`src/rtl/voice_mixer.sv`:
```
// Three-voice sample mixer: snapshot on request, accumulate voice by voice, then
// attenuate with an arithmetic shift and saturate into a registered output sample.
module voice_mixer #(
  parameter int unsigned WIDTH = 16
) (
  input  logic             clk,
  input  logic             reset,
  input  logic [WIDTH-1:0] voice_sample_0,
  input  logic [WIDTH-1:0] voice_sample_1,
  input  logic [WIDTH-1:0] voice_sample_2,
  input  logic [2:0]       voice_active,
  input  logic [1:0]       master_shift,
  input  logic             generate_next_sample,
  input  logic             clip_clear,
  output logic [WIDTH-1:0] mix_sample,
  output logic             mix_valid,
  output logic             busy,
  output logic             clip,
  output logic             overrun
);

  // Two guard bits hold the worst-case sum of three full-scale voices.
  localparam int unsigned AccW = WIDTH + 2;

  localparam logic signed [AccW-1:0] MaxVal = {3'b000, {(WIDTH-1){1'b1}}};
  localparam logic signed [AccW-1:0] MinVal = {3'b111, {(WIDTH-1){1'b0}}};

  typedef enum logic [2:0] {StIdle, StAcc0, StAcc1, StAcc2, StSat} state_e;

  state_e                   state_q, state_d;
  logic signed [AccW-1:0]   acc_q, acc_d;
  logic signed [WIDTH-1:0]  s0_q, s0_d, s1_q, s1_d, s2_q, s2_d;
  logic [2:0]               active_q, active_d;
  logic [1:0]               shift_q, shift_d;
  logic [WIDTH-1:0]         mix_q, mix_d;
  logic                     valid_q, valid_d;
  logic                     clip_q, clip_d;
  logic                     overrun_q, overrun_d;

  logic signed [AccW-1:0]   addend;
  logic signed [AccW-1:0]   shifted;
  logic signed [AccW-1:0]   sat;
  logic                     clip_set;
  logic                     overrun_set;

  always_comb begin
    state_d     = state_q;
    acc_d       = acc_q;
    s0_d        = s0_q;
    s1_d        = s1_q;
    s2_d        = s2_q;
    active_d    = active_q;
    shift_d     = shift_q;
    mix_d       = mix_q;
    valid_d     = 1'b0;
    clip_set    = 1'b0;
    addend      = '0;
    shifted     = acc_q >>> shift_q;
    sat         = shifted;

    if (shifted > MaxVal) begin
      sat = MaxVal;
    end else if (shifted < MinVal) begin
      sat = MinVal;
    end

    unique case (state_q)
      StIdle: begin
        if (generate_next_sample) begin
          s0_d     = voice_sample_0;
          s1_d     = voice_sample_1;
          s2_d     = voice_sample_2;
          active_d = voice_active;
          shift_d  = master_shift;
          acc_d    = '0;
          state_d  = StAcc0;
        end
      end
      StAcc0: begin
        if (active_q[0]) addend = AccW'(s0_q);
        acc_d   = acc_q + addend;
        state_d = StAcc1;
      end
      StAcc1: begin
        if (active_q[1]) addend = AccW'(s1_q);
        acc_d   = acc_q + addend;
        state_d = StAcc2;
      end
      StAcc2: begin
        if (active_q[2]) addend = AccW'(s2_q);
        acc_d   = acc_q + addend;
        state_d = StSat;
      end
      StSat: begin
        mix_d    = sat[WIDTH-1:0];
        valid_d  = 1'b1;
        clip_set = (sat != shifted);
        state_d  = StIdle;
      end
      default: state_d = StIdle;
    endcase

    // Requests while the FSM is anywhere but idle (including SAT) are dropped.
    overrun_set = generate_next_sample && (state_q != StIdle);

    // A set event in the same cycle as a clear wins.
    clip_d    = clip_set    ? 1'b1 : (clip_clear ? 1'b0 : clip_q);
    overrun_d = overrun_set ? 1'b1 : (clip_clear ? 1'b0 : overrun_q);
  end

  always_ff @(posedge clk or negedge reset) begin
    if (!reset) begin
      state_q   <= StIdle;
      acc_q     <= '0;
      s0_q      <= '0;
      s1_q      <= '0;
      s2_q      <= '0;
      active_q  <= '0;
      shift_q   <= '0;
      mix_q     <= '0;
      valid_q   <= 1'b0;
      clip_q    <= 1'b0;
      overrun_q <= 1'b0;
    end else begin
      state_q   <= state_d;
      acc_q     <= acc_d;
      s0_q      <= s0_d;
      s1_q      <= s1_d;
      s2_q      <= s2_d;
      active_q  <= active_d;
      shift_q   <= shift_d;
      mix_q     <= mix_d;
      valid_q   <= valid_d;
      clip_q    <= clip_d;
      overrun_q <= overrun_d;
    end
  end

  assign mix_sample = mix_q;
  assign mix_valid  = valid_q;
  assign busy       = (state_q != StIdle);
  assign clip       = clip_q;
  assign overrun    = overrun_q;

endmodule

```
`config.mk`:
```
export PLATFORM = sky130hd
export DESIGN_NAME = voice_mixer
export DESIGN_NICKNAME = d
export VERILOG_FILES = /design/src/rtl/voice_mixer.sv
export SDC_FILE = /design/constraint.sdc
export NUM_CORES = 1
export LEC_CHECK = 0
export BUFFER_PORTS_ARGS = -buffer_cell sky130_fd_sc_hd__buf_2
export CAP_MARGIN = 40
export CORE_ASPECT_RATIO = 1.4
export CORE_MARGIN = 2
export CORE_UTILIZATION = 45
export DETAILED_ROUTE_END_ITERATION = 8
export PLACE_DENSITY = 0.66
export SYNTH_ARGS = -nofsm -noshare
export SYNTH_HDL_FRONTEND = slang
export SYNTH_SLANG_ARGS = --single-unit
```
`constraint.sdc`:
```
create_clock -name clk -period 3.5 [get_ports clk]
set_input_delay 0.175 -clock clk [delete_from_list [all_inputs] [get_ports clk]]
set_output_delay 0.175 -clock clk [all_outputs]
set_load 0.005 [all_outputs]
```
---- Word level (Yosys, flattened, before mapping) ----
Index checks and enable logic that the tools add are counted.
word-level totals
  bits in registers ....................... 93
  bits in latches ......................... 0
  RAM bits ................................ 0
  ROM bits ................................ 0
  output and inout bits ................... 20
  memories ................................ 0
operators by class
  $add $sub $neg .......................... 3
  multiply operators ...................... 0
  div/mod/pow operators ................... 0
  order comparisons ....................... 2
  eq/ne operators ......................... 6
  shift-type cells ........................ 1
  mux-type cells .......................... 17
  bitwise gates (word level) .............. 0
  reduce and logical (&&, ||, !) cells .... 8
operator list
  kind                    number
  $mux W18                9
  $pmux W18 S4            1
  $add A18 B18 Y18        3
  $gt A18 B16 Y1 const B  1
  $lt A18 B16 Y1 const B  1
  $ne A18 B18 Y1          1
  $sshr A18 B2 Y18        1
  $pmux W3 S4             1
  $eq A3 B2 Y1 const B    2
  $mux W1                 5
  $reduce_and A2 Y1       2
  $reduce_bool A2 Y1      2
  $reduce_bool A4 Y1      1
  $eq A3 B1 Y1 const B    1
  $eq A3 B3 Y1 const B    1
  $logic_not A3 Y1        1
  $mux W3                 1
  $reduce_bool A3 Y1      1
  $ne A2 B2 Y1 const B    1
  $logic_and A1 B1 Y1     1

---- Depth between registers and ports, before layout ----
Gate-level depths: netlist (run 1).
  depth after elaboration ................. 7
  mapped depth ............................ 15
  depth with buffers taken out ............ 13

---- Worst setup path before layout (run 1) ----
OpenSTA, ideal clock, no wires.
  path type ............................... reg2reg
  start point ............................. reg state_q[0]
  end point ............................... reg acc_q[12]
  arrival ................................. 3.103 ns
  slack ................................... 0.276 ns
  stages on the path, launching flop included .. 16
  buffers on the path ..................... 3
  period minus slack after synthesis ...... 3.224 ns
  path through ............................ dfrtp_1 > buf_2 > and2_1 > clkbuf_1 > clkbuf_1 > a221oi_1 > a21oi_1 > ha_1 > fa_1 > a211oi_1 > o21ai_1 > nand4_2 > nand2_1 > o31a_1 > xor2_1 > a22o_1
on the way
  longest elaborated chain between the ends .. 3
  elaborated cells on any way between the ends .. 8
  those cells by class .................... eq/ne: 4; mux: 1; reduce/logical: 3
RTL lines
  what                                                          RTL line  source
  start, declared                                               30        state_e state_q, state_d;
  start signal, assigned                                        113       state_q <= StIdle;
  start signal, assigned                                        125       state_q <= state_d;
  $eq A3 B2 Y1, or another cell as far along                    67        unique case (state_q)
  $reduce_bool A4 Y1 (no line) or $ne A2 B2 Y1 (tied branches)  -
  $reduce_and A2 Y1 (no line)                                   -
  end signal, assigned                                          114       acc_q <= '0;
  end signal, assigned                                          126       acc_q <= acc_d;
  end, declared                                                 31        logic signed [AccW-1:0] acc_q, acc_d;
Parallel ways exist; a longest one is shown, timed or not.
A chain may end at the register's enable or synchronous reset.

---- Worst setup path after layout (run 1) ----
Ends and elaborated chain as after synthesis.

==> results of run 1 <==
[placed cells by master (no fill, tap or decap), types with 4 or more instances in the layout]
cell	n
xnor2_1	9
nor2_1	26
nand4_1	4
buf_4	17
ha_1	18
a211oi_1	21
nor2b_1	6
o21ai_0	12
a21oi_1	33
o21ai_1	8
mux2i_1	7
mux2_2	53
nand2_1	32
a221oi_1	16
clkbuf_16	9
dfrtp_1	93
nor3_1	5
a22o_1	15
buf_2	75
xor2_1	6
inv_1	7
o22a_1	15
[kinds of logic after synthesis]
kind of cell    count (synthesis)  share of synthesized area, %
fa+ha+maj                      19                          4.79
compound gates                149                          21.0
buf+inv                        39                          3.62
flops                          93                          45.5
simple gates                   90                          8.63
mux                            63                          13.9
xor+xnor                       15                          2.57
[sequential cells by signal (all words and copies together) (netlist names)]
register	count
acc_q	18
mix_sample	16
s0_q	16
s1_q	16
s2_q	16
active_q	3
state_q	3
shift_q	2
clip	1
mix_valid	1
overrun	1
[cells in the mapped netlist (all sizes together), types with 2 or more instances]
library cell,number
a22oi,2
or4,2
buf,13
dfrtp,93
and2,3
nand2,32
mux2,55
a221oi,16
and3,2
o31ai,3
a21o,3
nor3,7
nand4,5
o21bai,3
nand2b,2
xor2,6
mux2i,7
nor2b,6
o22a,15
o22ai,3
ha,18
a31oi,2
inv,8
a21oi,35
nor2,27
a211oi,23
a22o,15
clkbuf,18
o41ai,2
o21ai,20
nor4,2
xnor2,9
[worst paths after layout]
| path | start | endpoint | cells past startpoint |
|---|---|---|---|
| max | state_q[0]$_DFFE_PN0P_ | acc_q[12]$_DFFE_PN0P_ | 12 |
| min | clip_clear | clip$_DFFE_PN0P_ | 2 |
| max reg2reg | state_q[0]$_DFFE_PN0P_ | acc_q[12]$_DFFE_PN0P_ | 12 |
| min reg2reg | state_q[2]$_DFFE_PN0P_ | state_q[1]$_DFFE_PN0P_ | 1 |
| max in group asynchronous | reset | s1_q[0]$_DFFE_PN0P_ | 3 |
| min in group asynchronous | reset | mix_valid$_DFF_PN0_ | 2 |
[where the power goes]
| part | total [mW] | leakage (nW) | switching [mW] | internal (mW) |
|---|---|---|---|---|
| clock network | 0.932 | 0.138 | 0.386 | 0.545 |
| registers | 2.13 | 1.11 | 0.492 | 1.64 |
| logic | 4.01 | 1.38 | 2.04 | 1.97 |
[layer usage]
layer  routed length (um)  track usage [%]  part of all wire [%]
met1                 4760             23.7                    44
met3                  364             3.12                   3.3
met4                  197             7.25                   1.8
met2                 5590             33.2                    51
met5                    0                0                     0
[timing repair]
action,4_1_cts,5_1_grt
setup endpoints to repair,0,4
hold buffers,1,0
endpoints found under the hold margin,65,0
resized for setup,0,2
[cell type report]
type                       instances  area, um^2  area share (%)
clock buffer                      10         229            3.85
clock inverter                     5        52.6           0.884
inverter                           8        30.0           0.505
multi-input combinational        336        2610            44.0
sequential                        93        2330            39.1
tap                              144         180            3.03
timing repair buffer              93         513            8.63
[through the flow]
step	instances	hold slack (ns)	total power, mW
6_report	689	0.0371	7.07
4_1_cts	689	0.0285	7.09
3_3_place_gp	673	0.317	6.00
3_5_place_dp	673	0.335	6.13
5_1_grt	689	0.0408	7.70
2_1_floorplan	468	-0.121	5.21
==> run_results.csv, run 1 <==
group,metric,value,unit
setup_path,worst-path-max-fanout,10,
clock_network,cts_buffer_depth,2,
sta,slew_headroom,45.1,%
clock_network,cts.clk_slew.worst_paths,0.06,ns
synth,yosysWarnings,0,
floorplanning,coreArea,0.0112,mm^2
clock_network,ctsHtreeMaxLevel,3,
layout,fill_cells,1044,
sta,setup_viol,0,
sta,slew_violations,0,
clock_network,root_buffer,"clkbuf_16",
synth,synth_top_area_share,45.5,%
sta,finalHoldViolations,0,
setup_path,cpPeakStageDelay,0.48,ns
placed_design,dpl_worst_slack,0.230,ns
setup_path,r2r_slack,0.30,ns
setup_path,crit_buf_inv,0,
synth,ys_async_sr_fraction,100,%
floorplanning,ioPinCount,77,
layout,drive_gt1_share,32.1,%
synth,syn_inst,468,
setup_path,worst_setup_path_start_kind,"flop",
synth,ys_ff_latch,93,
synth,syn_area_per_cell,10.9,um^2
sta,worst_pin_slew,0.823,ns
layout,synthToLayoutAreaGrowth,16.2,%
global_routing,antenna_found_initial,0,
global_routing,grt_pass1_vias,3921,
detailed_routing,wl_per_cell,15.8,um
detailed_routing,ant_nets,0,
synth,yosysTopAreaCell,"dfrtp_1",
sta,rsz0062_at_grt,"no",
detailed_routing,drt_wl_total,10900,um
clock_network,cts_tree,"built",
setup_path,critPathCaptureType,"flop",
detailed_routing,routed_via_density,5.65,
synth,synth_cell_types,56,
synth,netlist_area,0.00512,mm^2
floorplanning,std_cell_rows,46,
global_routing,grt_max_degree,67,
detailed_routing,route.detailed.drc,0,
clock_network,insertion_delay,0.34,ns
floorplanning,chipWidth,94.1,um
setup_path,cp_top_family,"compound AO/OA/AOI/OAI gates",
detailed_routing,drtIter0Drc,99,
clock_network,cts_buffers,9,
placed_design,io_buffer_count,76,
power,cellLeakagePower,2.63,nW
sta,fmax,312,MHz
run_status,outcome,"completed",
layout,insertedDiodeCount,0,
setup_path,crit_chain,"and2_2 -> a221oi_1 -> a21oi_1 -> ha_1 -> fa_1 -> a211oi_2 -> o21ai_1 -> nand4_2 -> nand2_1 -> o31a_1 -> xor2_1 -> a22o_1",
floorplanning,die_h,130,um
global_routing,grt_overflow,0,
flow_run,drv_cap,0,
layout,final_core_util,53.0,%
synth,synth_flop_cell,"dfrtp_1",
placed_design,gp_congestion,0.883,
sta,finalCritPeriodShare,91.6,%
layout,nets,617,
global_routing,track_usage,19.0,%
detailed_routing,first_pass_iters,5,
detailed_routing,route.vias.total,3892,
floorplanning,dieArea,0.0123,mm^2
power,max-vdd-ir-drop,0.000472,V
layout,fin_area,0.00595,mm^2
setup_path,critPathRequiredTime,3.72,ns
sta,worst_slack,0.295,ns
power,powerDensity,1190,mW/mm^2
hold_path,hold_class,"input pin to flop",
floorplanning,initial_core_util,45.6,%
sta,layout_min_cycle_time,3.20,ns
sta,tns,0,ns
clock_network,cts_setup_buffers,0,
placed_design,placed_area,0.00565,mm^2
clock_network,cts_sinks,93,
synth,synthTopCellsByArea,"dfrtp_1 45%, mux2_2 12%, ha_1 4.4%, a211oi_1 3.2%, a21oi_1 3.2%",
setup_path,cp_slowest_cell,"dfrtp_1",
setup_path,worstSetupPathType,"flop to flop",
synth,synth_edf_count,0,
sta,clock_skew,0.00625,ns
global_routing,grt_pass1_wl,18600,um
synth,synth_nets,544,
setup_path,arrival,3.43,ns
placed_design,dp_hpwl,8250,um
synth,synth_seq_area_share,45.5,%
Note: power is estimated with default switching activity, not from simulation.
==> inputs of run 2 (changes only) <==
--- a/config.mk
+++ b/config.mk
@@ -12,6 +12,7 @@
 export CORE_UTILIZATION = 45
 export DETAILED_ROUTE_END_ITERATION = 8
 export PLACE_DENSITY = 0.66
+export RECOVER_POWER = 100
 export SYNTH_ARGS = -nofsm -noshare
 export SYNTH_HDL_FRONTEND = slang
 export SYNTH_SLANG_ARGS = --single-unit
==> constraint.sdc (replaced) <==
create_clock -name clk -period 3.5 [get_ports clk]
set_input_delay 0.35 -clock clk [delete_from_list [all_inputs] [get_ports clk]]
set_output_delay 0.35 -clock clk [all_outputs]
set_load 0.005 [all_outputs]
==> run 2 against run 1 <==
  * The flow now finishes with violations (capacitance limit, slew limit)
  * Flip-flop and latch count unchanged
  * Via count rose by 1.4%
  * Final area is essentially flat
  * Critical path type unchanged
  * Critical endpoint unchanged
  * Largest power group unchanged
==> run_results.csv, run 2 (synthesis gave the netlist of run 1 again) <==
group,metric,value,unit
run_status,outcome,"finished, violations left",
run_status,violations,"capacitance limit, slew limit",
layout,fin_area,0.00594,mm^2
clock_network,cts_sinks,93,
power,cellLeakagePower,2.61,nW
layout,drive_gt1_share,29.6,%
sta,slew_violations,20,
global_routing,grt_pass1_vias,3865,
power,p_seq_share,29.7,%
clock_network,cts_buffer_depth,2,
floorplanning,initial_core_util,45.6,%
power,powerDensity,1200,mW/mm^2
clock_network,ctsHtreeMaxLevel,3,
clock_network,insertion_delay,0.34,ns
floorplanning,chipWidth,94.1,um
floorplanning,dieArea,0.0123,mm^2
clock_network,cts_buffers,9,
power,power.share.combinational,55.6,%
layout,largest_reg_flops,18,
setup_path,arrival,3.48,ns
floorplanning,die_h,130,um
layout,insertedDiodeCount,0,
setup_path,worst_setup_path_start_kind,"flop",
placed_design,dp_hpwl,8500,um
detailed_routing,routed_via_density,5.71,
detailed_routing,wl_met3,393,um
setup_path,critPathCaptureType,"flop",
sta,tns,0,ns
detailed_routing,route.detailed.drc,0,
global_routing,grt_max_degree,55,
detailed_routing,top_layer,"met4",
detailed_routing,first_pass_iters,4,
flow_run,drv_cap,1,
sta,worst_pin_slew,2.02,ns
power,intPower,4.21,mW
sta,layout_min_cycle_time,3.25,ns
detailed_routing,dr_wl_met2,5800,um
detailed_routing,route.vias.total,3948,
clock_network,cts_tree,"built",
clock_network,cts.clk_slew.worst_paths,0.07,ns
hold_path,hold_class,"input pin to flop",
floorplanning,ioPinCount,77,
layout,nets,618,
layout,final_common_cell,"dfrtp_1",
power,netSwitchingFraction,41.1,%
sta,slew_headroom,-35.9,%
setup_path,worstSetupPathType,"flop to flop",
clock_network,root_buffer,"clkbuf_16",
detailed_routing,drtIter0Drc,175,
detailed_routing,drt_wl_total,11100,um
layout,regMostFlops,"acc_q",
setup_path,critPathRequiredTime,3.73,ns
placed_design,io_buffer_count,76,
sta,rsz0062_at_grt,"no",
power,max-vdd-ir-drop,0.000487,V
placed_design,gp_congestion,0.908,
sta,setup_viol,0,
placed_design,dp_cells,674,
global_routing,antenna_found_initial,0,
global_routing,track_usage,19.2,%
detailed_routing,ant_nets,0,
layout,fin_cells,691,
power,clock_power_share,14.7,%
placed_design,placed_area,0.00568,mm^2
detailed_routing,drt-met1-wl,4750,um
layout,synthToLayoutAreaGrowth,16.1,%
floorplanning,std_cell_rows,46,
sta,fin_worst_hold_slack,0.209,ns
layout,most-common-layout-cells,"93 x dfrtp_1, 68 x buf_2, 52 x mux2_2",
detailed_routing,wl_per_cell,16.0,um
sta,finalHoldViolations,0,
floorplanning,coreArea,0.0112,mm^2
sta,clock_skew,0.00842,ns
sta,finalCritPeriodShare,92.9,%
global_routing,grt_pass1_wl,18700,um
setup_path,worst-path-max-fanout,10,
power,power.switching,2.94,mW
clock_network,cts_setup_buffers,0,
sta,fmax,308,MHz
global_routing,grt_overflow,0,
==> run 2: cell count changes in the layout (fill, tap and decap cells not counted), sizes merged <==
cell / change
clkbuf: +11
inv: +1
bufinv: +1
buf: -11
==> run 2: repair_timing <==
item,4_1_cts,5_1_grt
hold endpoints to repair,18,0
hold buffers,1,0
resized for setup,0,2
setup endpoints to repair,0,3
==> run 2: routing by layer <==
metal,vias to the layer above,global-route usage [%]
met2,83,34.3
li1,1921,-
met5,-,0
met1,1931,23.6
met4,0,6.05
met3,13,3.41
==> run 2: through the flow <==
step | worst slack [ns] | power (mW) | util, %
after global routing | 0.0507 | 7.76 | 52.9
final | 0.250 | 7.15 | 52.9
after detailed placement | 0.264 | 6.16 | 50.6
after global placement | 0.312 | 6.00 | 50.3
after floorplan | 0.276 | 5.21 | -
after CTS | 0.243 | 7.23 | 53.5
==> run 2: power by group through the flow <==
stage / logic, mW / registers (mW) / clock network [mW]
3_5_place_dp: 4.00 / 2.16 / 0
6_report: 3.98 / 2.13 / 1.05
3_3_place_gp: 3.87 / 2.13 / 0
5_1_grt: 4.43 / 2.21 / 1.12
4_1_cts: 4.02 / 2.14 / 1.07
2_1_floorplan: 3.27 / 1.94 / 0
==> run 2: worst max-delay path: stages, from the launching register on <==
cell and delay [ns]:
dfrtp_1 0.44, and2_2 0.28, a221oi_1 0.32, a21oi_1 0.08
ha_1 0.24, fa_1 0.43, a211oi_1 0.35, o21ai_1 0.17
nand4_2 0.15, nand2_1 0.10, o31a_1 0.26, xor2_1 0.14
a22o_1 0.17
==> run 2: final cells by class <==
class                   count  area (um^2)
clock inverters             7         98.8
fillers                  1053         5280
multi-input cells         336         2590
clock buffers               9          225
inverters                   8         30.0
repair buffers             94          492
well taps                 144          180
flip-flops and latches     93         2330
==> run 2: path summary, 6_finish.rpt <==
check	from	endpoint	slack (ns)	cells past startpoint
max	state_q[0]$_DFFE_PN0P_	acc_q[12]$_DFFE_PN0P_	0.25	12
min reg2reg	state_q[2]$_DFFE_PN0P_	state_q[1]$_DFFE_PN0P_	0.47	1
min	clip_clear	overrun$_DFFE_PN0P_	0.21	2
max in group asynchronous	reset	s1_q[10]$_DFFE_PN0P_	1.06	3
max reg2reg	state_q[0]$_DFFE_PN0P_	acc_q[12]$_DFFE_PN0P_	0.25	12
min in group asynchronous	reset	mix_valid$_DFF_PN0_	0.68	2
